`config.mk`:
```
export PLATFORM = sky130hd
export DESIGN_NAME = tc_si_to_nt_reg
export DESIGN_NICKNAME = d
export VERILOG_FILES = /design/src/rtl/tc_si_to_nt_reg_pkg.sv /design/src/rtl/tc_si_to_nt_reg_addr_dec.sv /design/src/rtl/tc_si_to_nt_reg.sv
export SDC_FILE = /design/constraint.sdc
export NUM_CORES = 1
export LEC_CHECK = 0
export CORE_AREA = 2 2 192 194
export DETAILED_ROUTE_END_ITERATION = 10
export DIE_AREA = 0 0 194 196
export HOLD_SLACK_MARGIN = 0.06
export PLACE_DENSITY = 0.4
export RECOVER_POWER = 100
export SLEW_MARGIN = 15
export SYNTH_ARGS = -nofsm -noshare
export SYNTH_HDL_FRONTEND = slang
export SYNTH_SLANG_ARGS = --single-unit
```
`constraint.sdc`:
```
create_clock -name wb_clk_i -period 4.3 [get_ports wb_clk_i]
set_clock_uncertainty 0.1 [all_clocks]
set_input_delay 0.645 -clock wb_clk_i [delete_from_list [all_inputs] [get_ports wb_clk_i]]
set_output_delay 0.645 -clock wb_clk_i [all_outputs]
set_load 0.05 [all_outputs]
```
`src/rtl/tc_si_to_nt_reg_pkg.sv`:
```
// ---------------------------------------------------------------------------
// tc_si_to_nt_reg_pkg
// Shared definitions for the single-initiator to NT-target Wishbone
// interconnect: FSM state encodings and default bus widths.
// No ports.
// ---------------------------------------------------------------------------
package tc_si_to_nt_reg_pkg;

    typedef enum logic [1:0] {
        ST_IDLE = 2'd0,
        ST_BUSY = 2'd1,
        ST_ERR  = 2'd2
    } state_e;

    localparam int DEF_AW = 32;
    localparam int DEF_DW = 32;

endpackage

```
`src/rtl/tc_si_to_nt_reg_addr_dec.sv`:
```
// ---------------------------------------------------------------------------
// tc_addr_dec
// Combinational priority decoder. Compares the decoded top address bits
// against each target base; a disabled target never matches. When several
// targets match, the lowest index wins, so o_match is always one-hot or zero.
// Ports:
//   i_adr_top  in   DECW     top DECW bits of the initiator address
//   i_base     in   NT*DECW  packed bases, slice k = base of target k
//   i_en       in   NT       per-target enable
//   o_match    out  NT       one-hot match vector
//   o_hit      out  1        any enabled target matched
// ---------------------------------------------------------------------------
module tc_addr_dec #(
    parameter int NT   = 8,
    parameter int DECW = 3
) (
    input  logic [DECW-1:0]    i_adr_top,
    input  logic [NT*DECW-1:0] i_base,
    input  logic [NT-1:0]      i_en,
    output logic [NT-1:0]      o_match,
    output logic               o_hit
);

    always_comb begin
        o_match = '0;
        o_hit   = 1'b0;
        for (int k = 0; k < NT; k++) begin
            if (!o_hit && i_en[k] && (i_adr_top == i_base[k*DECW +: DECW])) begin
                o_match[k] = 1'b1;
                o_hit      = 1'b1;
            end
        end
    end

endmodule

```
`src/rtl/tc_si_to_nt_reg.sv`:
```
// ---------------------------------------------------------------------------
// tc_si_to_nt_reg
// Single-initiator to NT-target Wishbone classic interconnect. The target is
// decoded and latched in IDLE (one cycle of added latency) and held for the
// whole transfer; responses are taken only from the latched target. Unmapped
// addresses and targets that never answer are returned as a bus error.
//
// state | meaning
// ------+--------------------------------------------------------------
// IDLE  | waiting for cyc&stb; decode address and latch sel_q
// BUSY  | latched target strobed; waiting for its ack/err or timeout
// ERR   | one registered error cycle to the initiator, targets idle
//
// Ports:
//   wb_clk_i, wb_rst_ni          clock, async active-low reset
//   i_wb_cyc/stb/adr/sel/we/dat_i  initiator request
//   i_wb_dat/ack/err_o           initiator response
//   t_wb_cyc/stb_o               per-target cycle/strobe (NT bits)
//   t_wb_adr/sel/we/dat_o        broadcast request to all targets
//   t_wb_dat/ack/err_i           per-target responses
//   tmo_o                        one-cycle pulse on timeout abort
//   err_adr_o                    address of the last errored transfer
// ---------------------------------------------------------------------------
module tc_si_to_nt_reg
    import tc_si_to_nt_reg_pkg::*;
#(
    parameter int              NT      = 8,
    parameter int              AW      = DEF_AW,
    parameter int              DW      = DEF_DW,
    parameter int              DECW    = 3,
    parameter logic [NT*DECW-1:0] T_BASE = 24'hFAC688,
    parameter logic [NT-1:0]   T_EN    = {NT{1'b1}},
    parameter int              TIMEOUT = 255
) (
    input  logic               wb_clk_i,
    input  logic               wb_rst_ni,
    input  logic               i_wb_cyc_i,
    input  logic               i_wb_stb_i,
    input  logic [AW-1:0]      i_wb_adr_i,
    input  logic [DW/8-1:0]    i_wb_sel_i,
    input  logic               i_wb_we_i,
    input  logic [DW-1:0]      i_wb_dat_i,
    output logic [DW-1:0]      i_wb_dat_o,
    output logic               i_wb_ack_o,
    output logic               i_wb_err_o,
    output logic [NT-1:0]      t_wb_cyc_o,
    output logic [NT-1:0]      t_wb_stb_o,
    output logic [AW-1:0]      t_wb_adr_o,
    output logic [DW/8-1:0]    t_wb_sel_o,
    output logic               t_wb_we_o,
    output logic [DW-1:0]      t_wb_dat_o,
    input  logic [NT*DW-1:0]   t_wb_dat_i,
    input  logic [NT-1:0]      t_wb_ack_i,
    input  logic [NT-1:0]      t_wb_err_i,
    output logic               tmo_o,
    output logic [AW-1:0]      err_adr_o
);

    // A zero TIMEOUT would give a zero-width timer; keep one bit instead.
    localparam int           TW       = (TIMEOUT > 0) ? $clog2(TIMEOUT + 1) : 1;
    localparam logic [TW-1:0] TMO_LAST = TW'(TIMEOUT - 1);

    state_e          r_state;
    state_e          w_state_nxt;
    logic [NT-1:0]   r_sel_q;
    logic [TW-1:0]   r_timer;
    logic [AW-1:0]   r_err_adr;
    logic            r_tmo;

    logic [NT-1:0]   w_match;
    logic            w_hit;
    logic            w_req;
    logic            w_ack_sel;
    logic            w_err_sel;
    logic            w_timeout;
    logic            w_sel_load;
    logic            w_err_cap;
    logic            w_tmo_set;
    logic [DW-1:0]   w_dat_sel;

    tc_addr_dec #(
        .NT   (NT),
        .DECW (DECW)
    ) u_dec (
        .i_adr_top (i_wb_adr_i[AW-1 -: DECW]),
        .i_base    (T_BASE),
        .i_en      (T_EN),
        .o_match   (w_match),
        .o_hit     (w_hit)
    );

    assign w_req     = i_wb_cyc_i & i_wb_stb_i;
    assign w_ack_sel = |(t_wb_ack_i & r_sel_q);
    assign w_err_sel = |(t_wb_err_i & r_sel_q);
    assign w_timeout = (TIMEOUT != 0) && (r_timer == TMO_LAST);

    // sel_q is one-hot, so OR-ing the masked slices is a plain mux.
    always_comb begin
        w_dat_sel = '0;
        for (int k = 0; k < NT; k++) begin
            if (r_sel_q[k]) begin
                w_dat_sel = w_dat_sel | t_wb_dat_i[k*DW +: DW];
            end
        end
    end

    always_ff @(posedge wb_clk_i or negedge wb_rst_ni) begin
        if (!wb_rst_ni) begin
            r_state <= ST_IDLE;
        end else begin
            r_state <= w_state_nxt;
        end
    end

    always_comb begin
        w_state_nxt = r_state;
        w_sel_load  = 1'b0;
        w_err_cap   = 1'b0;
        w_tmo_set   = 1'b0;
        t_wb_cyc_o  = '0;
        t_wb_stb_o  = '0;
        i_wb_ack_o  = 1'b0;
        i_wb_err_o  = 1'b0;
        i_wb_dat_o  = '0;
        case (r_state)
            ST_IDLE: begin
                if (w_req) begin
                    w_sel_load = 1'b1;
                    if (w_hit) begin
                        w_state_nxt = ST_BUSY;
                    end else begin
                        w_state_nxt = ST_ERR;
                        w_err_cap   = 1'b1;
                    end
                end
            end
            ST_BUSY: begin
                t_wb_cyc_o = r_sel_q & {NT{i_wb_cyc_i}};
                t_wb_stb_o = r_sel_q & {NT{w_req}};
                i_wb_dat_o = w_dat_sel;
                // An abandoned cycle returns to IDLE silently, even if the
                // target answers in the same cycle.
                if (!i_wb_cyc_i) begin
                    w_state_nxt = ST_IDLE;
                end else if (w_ack_sel) begin
                    i_wb_ack_o  = 1'b1;
                    w_state_nxt = ST_IDLE;
                end else if (w_err_sel) begin
                    i_wb_err_o  = 1'b1;
                    w_err_cap   = 1'b1;
                    w_state_nxt = ST_IDLE;
                end else if (w_timeout) begin
                    w_tmo_set   = 1'b1;
                    w_err_cap   = 1'b1;
                    w_state_nxt = ST_ERR;
                end
            end
            ST_ERR: begin
                i_wb_err_o  = 1'b1;
                w_state_nxt = ST_IDLE;
            end
            default: begin
                w_state_nxt = ST_IDLE;
            end
        endcase
    end

    always_ff @(posedge wb_clk_i or negedge wb_rst_ni) begin
        if (!wb_rst_ni) begin
            r_sel_q   <= '0;
            r_timer   <= '0;
            r_err_adr <= '0;
            r_tmo     <= 1'b0;
        end else begin
            if (w_sel_load) begin
                r_sel_q <= w_match;
            end
            // Counts only cycles spent waiting in BUSY; any exit clears it,
            // so every new transfer starts from zero.
            if ((r_state == ST_BUSY) && (w_state_nxt == ST_BUSY)) begin
                r_timer <= r_timer + 1'b1;
            end else begin
                r_timer <= '0;
            end
            if (w_err_cap) begin
                r_err_adr <= i_wb_adr_i;
            end
            r_tmo <= w_tmo_set;
        end
    end

    assign t_wb_adr_o = i_wb_adr_i;
    assign t_wb_sel_o = i_wb_sel_i;
    assign t_wb_we_o  = i_wb_we_i;
    assign t_wb_dat_o = i_wb_dat_i;
    assign tmo_o      = r_tmo;
    assign err_adr_o  = r_err_adr;

endmodule

```
Word-level counts from Yosys, hierarchy flattened
Index checks and enable logic that the tools add are counted.
{"block": "classes", "n_eq_ne": 11, "n_reduce_logical": 19, "n_mul": 0, "bitwise": 12, "muxes": 54, "addsub": 1, "shifts": 0, "div": 0, "order_cmp": 0}
{"op": "two-way mux 32 bit", "n": 9}
{"op": "OR 32 bit", "n": 7}
{"op": "two-way mux 1 bit", "n": 33}
{"op": "bitwise AND 8 bit", "n": 4}
{"op": "two-way mux 8 bit", "n": 3}
{"op": "OR reduction 8 bit", "n": 2}
{"op": "equality test 3 bit (second input constant)", "n": 4}
{"op": "two-way mux 2 bit", "n": 6}
{"op": "adder 8 x 1 -> 8 bit (second input constant)", "n": 1}
{"op": "equality test 8 bit (second input constant)", "n": 1}
{"op": "logical AND 1 bit", "n": 8}
{"op": "zero test 1 bit", "n": 7}
{"op": "equality test 3 x 2 -> 1 bit (second input constant)", "n": 2}
{"op": "equality test 2 x 1 -> 1 bit (second input constant)", "n": 2}
{"op": "case mux 1 bit (2 select lines)", "n": 2}
{"op": "case mux 2 bit (2 select lines)", "n": 1}
{"op": "equality test 3 x 1 -> 1 bit (second input constant)", "n": 1}
{"op": "zero test 3 bit", "n": 1}
{"op": "equality test 2 bit (second input constant)", "n": 1}
{"op": "zero test 2 bit", "n": 1}
{"op": "bitwise AND 1 bit", "n": 1}
{"block": "word_totals", "wordCells": 102, "output_inout_bits": 152, "latch_bits": 0, "mem_bits_ro": 0, "memories": 0, "ff_bits": 51, "in_bits": 345, "ramBits": 0}

Logic depth before layout (Yosys ltp)
{"block": "logic_depth", "depth_word": 29, "ltp_mapped": 8, "mapped_depth_nobuf": 7}

Cells and area by module
From an unflattened synthesis, not the netlist that was laid out.
{"block": "hier_totals", "cells_unflattened": 489, "hier_area_um2": 4734.5}
{"module": "tc_si_to_nt_reg", "area_per_inst_um2": 4326.6, "instances": 1, "cells_per_inst": 440, "seq_area_each_um2": 1276.2}
{"module": "tc_addr_dec", "area_per_inst_um2": 407.9, "instances": 1, "cells_per_inst": 49, "seq_area_each_um2": 0.0}

Worst setup path before layout
No wires, ideal clock.
{"block": "synth_timing", "path_type": "in2out", "from": "input i_wb_cyc_i", "to": "output i_wb_ack_o", "path_buffers": 1, "path_stages": 3, "setup_slack_ns": 1.392, "t_arrival_ns": 2.163, "cell_sequence": "and2_1 clkbuf_1 a21boi_0"}
{"block": "synth_via", "elab_chain_len": 2}
{"element": "start: declaration", "line_no": "tc_si_to_nt_reg.sv:37", "source": "input logic i_wb_cyc_i,"}
{"element": "two-way mux 1 bit", "line_no": "tc_si_to_nt_reg.sv:143", "source": "if (!i_wb_cyc_i) begin"}
{"element": "two-way mux 1 bit", "line_no": "tc_si_to_nt_reg.sv:125", "source": "case (r_state)"}
{"element": "end: declaration", "line_no": "tc_si_to_nt_reg.sv:44", "source": "output logic i_wb_ack_o,"}
No other way between the ends.

Final worst setup path
{"block": "layout_timing", "from": "register r_sel_q[7]", "to": "output i_wb_dat_o[29]"}
{"block": "layout_via", "elab_chain_len": 2}
{"element": "start: declaration", "line_no": "tc_si_to_nt_reg.sv:65", "source": "logic [NT-1:0] r_sel_q;"}
{"element": "start signal: assignment", "line_no": "tc_si_to_nt_reg.sv:176", "source": "r_sel_q <= w_match;"}
{"element": "two-way mux 32 bit", "line_no": "tc_si_to_nt_reg.sv:101", "source": "if (r_sel_q[k]) begin"}
{"element": "two-way mux 32 bit", "line_no": "tc_si_to_nt_reg.sv:125"}
{"element": "end: declaration", "line_no": "tc_si_to_nt_reg.sv:43", "source": "output logic [DW-1:0] i_wb_dat_o,"}
No other way between the ends.

==> flow_summary.rst <==
.. list-table::
   :header-rows: 1

   * - Metric
     - Value
   * - Pre-CTS worst setup slack
     - 0.697 ns
   * - Number of synthesized register bits
     - 51
   * - Main flop type after synthesis
     - sky130_fd_sc_hd__dfrtp_1
   * - Syn Std Cell Area
     - 4400 um^2
   * - Total of max-cap violations
     - 1
   * - Combinational family with the most area after synthesis
     - compound AO/OA/AOI/OAI gates
   * - Vias per cell
     - 4.17
   * - Leading post-synthesis cells by instance count
     - sky130_fd_sc_hd__a22oi_1, sky130_fd_sc_hd__buf_4, sky130_fd_sc_hd__dfrtp_1
   * - Finished Core Util
     - 23.8%
   * - ANT nets after route
     - 0
   * - Count of cell types in the netlist
     - 36
   * - Highest Clock Rate
     - 257 MHz
   * - Clk buf depth
     - 2
   * - Cell Rows
     - 70
   * - Sw Share
     - 52.5%
   * - Routed wire length per instance
     - 23.7 um
   * - Number of vias after detailed routing
     - 5244
   * - Horizontal die dimension
     - 194 um
   * - Share of power burned in the clock network
     - 11.4%
   * - Sequential fraction of design power
     - 22.0%
   * - Max-Slew Margin vs Limit
     - -10.6%
   * - Largest net degree at the start of global routing
     - 33
   * - Number of antenna violations at the first check in global routing
     - 8
   * - Floorplan core area
     - 36100 um^2
   * - Net count after synthesis
     - 807
   * - Number of levels in the clock H-tree
     - 2
   * - Area share of the largest cell type after synthesis
     - 29.0%
   * - Detailed Place HPWL
     - 24100 um
   * - Class of the tightest hold or removal check
     - register to register
   * - Fin nets
     - 1136
   * - CP required
     - 3.56 ns
   * - Remaining global-route overflow
     - 0
   * - Global router's overall resource usage
     - 14.8%
   * - Global-route wire length before repair
     - 41500 um
   * - IR Drop Worst-Case VDD
     - 0.321 mV
   * - Crit share post-route
     - 90.4%
   * - Post-CTS setup repair buffer count
     - 0
   * - Reported net switching power
     - 0.00206 W
   * - Cell types occupying the most area after synthesis
     - sky130_fd_sc_hd__dfrtp_1, sky130_fd_sc_hd__a22oi_1, sky130_fd_sc_hd__buf_4, sky130_fd_sc_hd__mux2_4, sky130_fd_sc_hd__a41oi_1
   * - Proportion of synthesized area in mux cells
     - 10.8%
   * - Number of enable-type register cells in the synthesized netlist
     - 0
   * - Clock period minus final worst setup slack
     - 3.89 ns
   * - Worst path setup slack after routing
     - 0.414 ns
   * - Total of buffers placed on input and output ports
     - 422
   * - Height of the die
     - 196 um
   * - Sequential cell area fraction in the yosys report
     - 29.0%
   * - TritonCTS clock tree
     - built
   * - Synth Instances
     - 457
   * - Capturing element type of the critical path
     - primary output
   * - Synth warnings
     - 0
   * - Layout cell share with drive strength beyond 1
     - 4.58%
   * - Final setup violation count
     - 0
   * - Effective utilization at floorplan
     - 12.2%
   * - Post-synthesis compound-gate area fraction
     - 32.8%
   * - Worst slew pin tran
     - 1.66 ns
   * - Xor and xnor fraction of the mapped netlist area
     - 1.19%
   * - Clk sinks
     - 51
   * - Setup repair after global routing missed its margin
     - no
   * - Number of ports placed on the die boundary
     - 497
   * - Cell taking the most area after synthesis
     - sky130_fd_sc_hd__dfrtp_1
   * - Violations in the final reports
     - max-capacitance violations, max-slew violations
   * - Synthesized area divided by synthesized cell count
     - 9.62 um^2
   * - Final weighted congestion in routability-driven placement
     - 0.789
   * - Number of fillers in the final layout
     - 3977
   * - Final-report hold violation count
     - 0
   * - Total Wirelength
     - 29800 um
   * - Layout overhead on the synthesized area
     - 95.6%
   * - CTS clock-pin slew for the worst setup and hold paths
     - 0.07 ns
   * - Sequential Area
     - 1280 um^2
   * - Pwr dens
     - 456 nW/um^2
   * - Total die area
     - 38000 um^2
   * - TritonRoute pass-1 iters
     - 4
   * - Simple-gate area share of the yosys netlist
     - 6.94%
   * - Root buf cell
     - sky130_fd_sc_hd__clkbuf_16
   * - Skew-Pair Late Insertion Delay
     - 0.29 ns
   * - Async set-reset flop share out of synthesis
     - 100%
   * - Gate power share
     - 66.7%
   * - Accumulated negative setup slack
     - 0 ns
   * - Final Max Slew Viols
     - 31
   * - Pwr Total
     - 0.00392 W
   * - Category of the critical setup timing path
     - register to primary output
   * - Vias in the first global route
     - 5678
   * - Adder-cell area share of the yosys netlist
     - 1.42%
   * - CP arrival
     - 3.14 ns
   * - Status
     - complete, but fails checks
   * - Drt drc
     - 0
   * - Critical path fanouts, max
     - 31
   * - Num CTS Buffers
     - 5
   * - Type of element launching the critical path
     - register
   * - Cell internal power dissipation
     - 0.00186 W
   * - Leading cell type by number of instances after synthesis
     - sky130_fd_sc_hd__a22oi_1
   * - Hold_buf cts
     - 0
   * - Static leakage power
     - 3.15 nW
   * - Area of the multi-input gates
     - 2230 um^2
   * - Initial drt markers
     - 189
   * - Resize count post-CTS
     - 0
[cells by family after synthesis]
group | Yosys count
AOI/OAI and AO/OA | 183
buffers and inverters | 122
and+or+nand+nor | 58
DFF | 51
muxes | 32
xor gates and xnor gates | 6
adders and majority gates | 5
[cell type report]
type                    count  share of cell area [%]
flip-flops and latches     51                    14.9
diodes                      4                   0.116
well taps                 468                    6.81
repair buffers            436                    50.1
clock inverters             1                   0.349
multi-input cells         284                    25.9
clock buffers               6                    1.50
inverters                   8                   0.349
[power by group through the flow]
stage | Sequential [W] | Combinational [W] | Clock, W
after detailed placement | 0.000883 | 0.00286 | 0
after global routing | 0.000895 | 0.00275 | 0.000487
final | 0.000862 | 0.00262 | 0.000445
after global placement | 0.000891 | 0.00287 | 0
after floorplan | 0.00127 | 0.00140 | 0
after CTS | 0.000890 | 0.00287 | 0.000471
[registers in the layout, summed over array words and instances, names as in the netlist]
| register | count |
|---|---|
| err_adr_o | 32 |
| r_sel_q | 8 |
| r_state | 2 |
| r_timer | 8 |
| tmo_o | 1 |
[through the flow]
| stage | cell area [um^2] | hold WS [ns] | cells |
|---|---|---|---|
| finish | 8600 | 0.382 | 1258 |
| detailed placement | 8560 | 0.389 | 1247 |
| floorplan | 4400 | 0.249 | 457 |
| global route | 8600 | 0.409 | 1258 |
| CTS | 8710 | 0.323 | 1254 |
| global placement | 8560 | 0.385 | 1247 |
[path summary, 6_finish.rpt]
kind | start | to | slack [ns] | cells past startpoint
max | r_sel_q[7] | i_wb_dat_o[29] | 0.41 | 4
min | err_adr_o[1] | err_adr_o[1] | 0.38 | 1
max reg2reg | r_sel_q[7] | err_adr_o[6] | 0.87 | 5
min reg2reg | err_adr_o[1] | err_adr_o[1] | 0.38 | 1
max in group asynchronous | wb_rst_ni | r_sel_q[3] | 1.42 | 2
min in group asynchronous | wb_rst_ni | err_adr_o[18] | 0.67 | 1
[critical path: stages (launching register included)]
cell,delay (ns)
sky130_fd_sc_hd__dfrtp_1,1.29
sky130_fd_sc_hd__buf_4,0.36
sky130_fd_sc_hd__a22oi_1,0.08
sky130_fd_sc_hd__a41oi_1,0.21
sky130_fd_sc_hd__dlygate4sd3_1,0.90
[cells in the final DEF, fill, tap and decap left out, drive strengths merged, types with 3 or more instances in the layout]
cell and count:
clkdlybuf4s50 310, a22oi 132, dlygate4sd3 108, dfrtp 51, a41oi 32, mux2 32, and3 17, buf 15
nand3 11, nand2 11, clkbuf 9, inv 8, nor3 8, nor2 6, o21ai 5, ha 5
diode 4, o41ai 4, xor2 3, xnor2 3
[per-layer routing]
metal / global-route usage [%] / vias to the layer above / share of wire [%]
met5: 0.128 / - / 0.057
met4: 3.93 / 4 / 1.5
met3: 4.52 / 27 / 8.3
met2: 27.5 / 320 / 53
met1: 16.2 / 2498 / 37
li1: - / 2395 / -
Note: power is estimated with default switching activity, not from simulation.
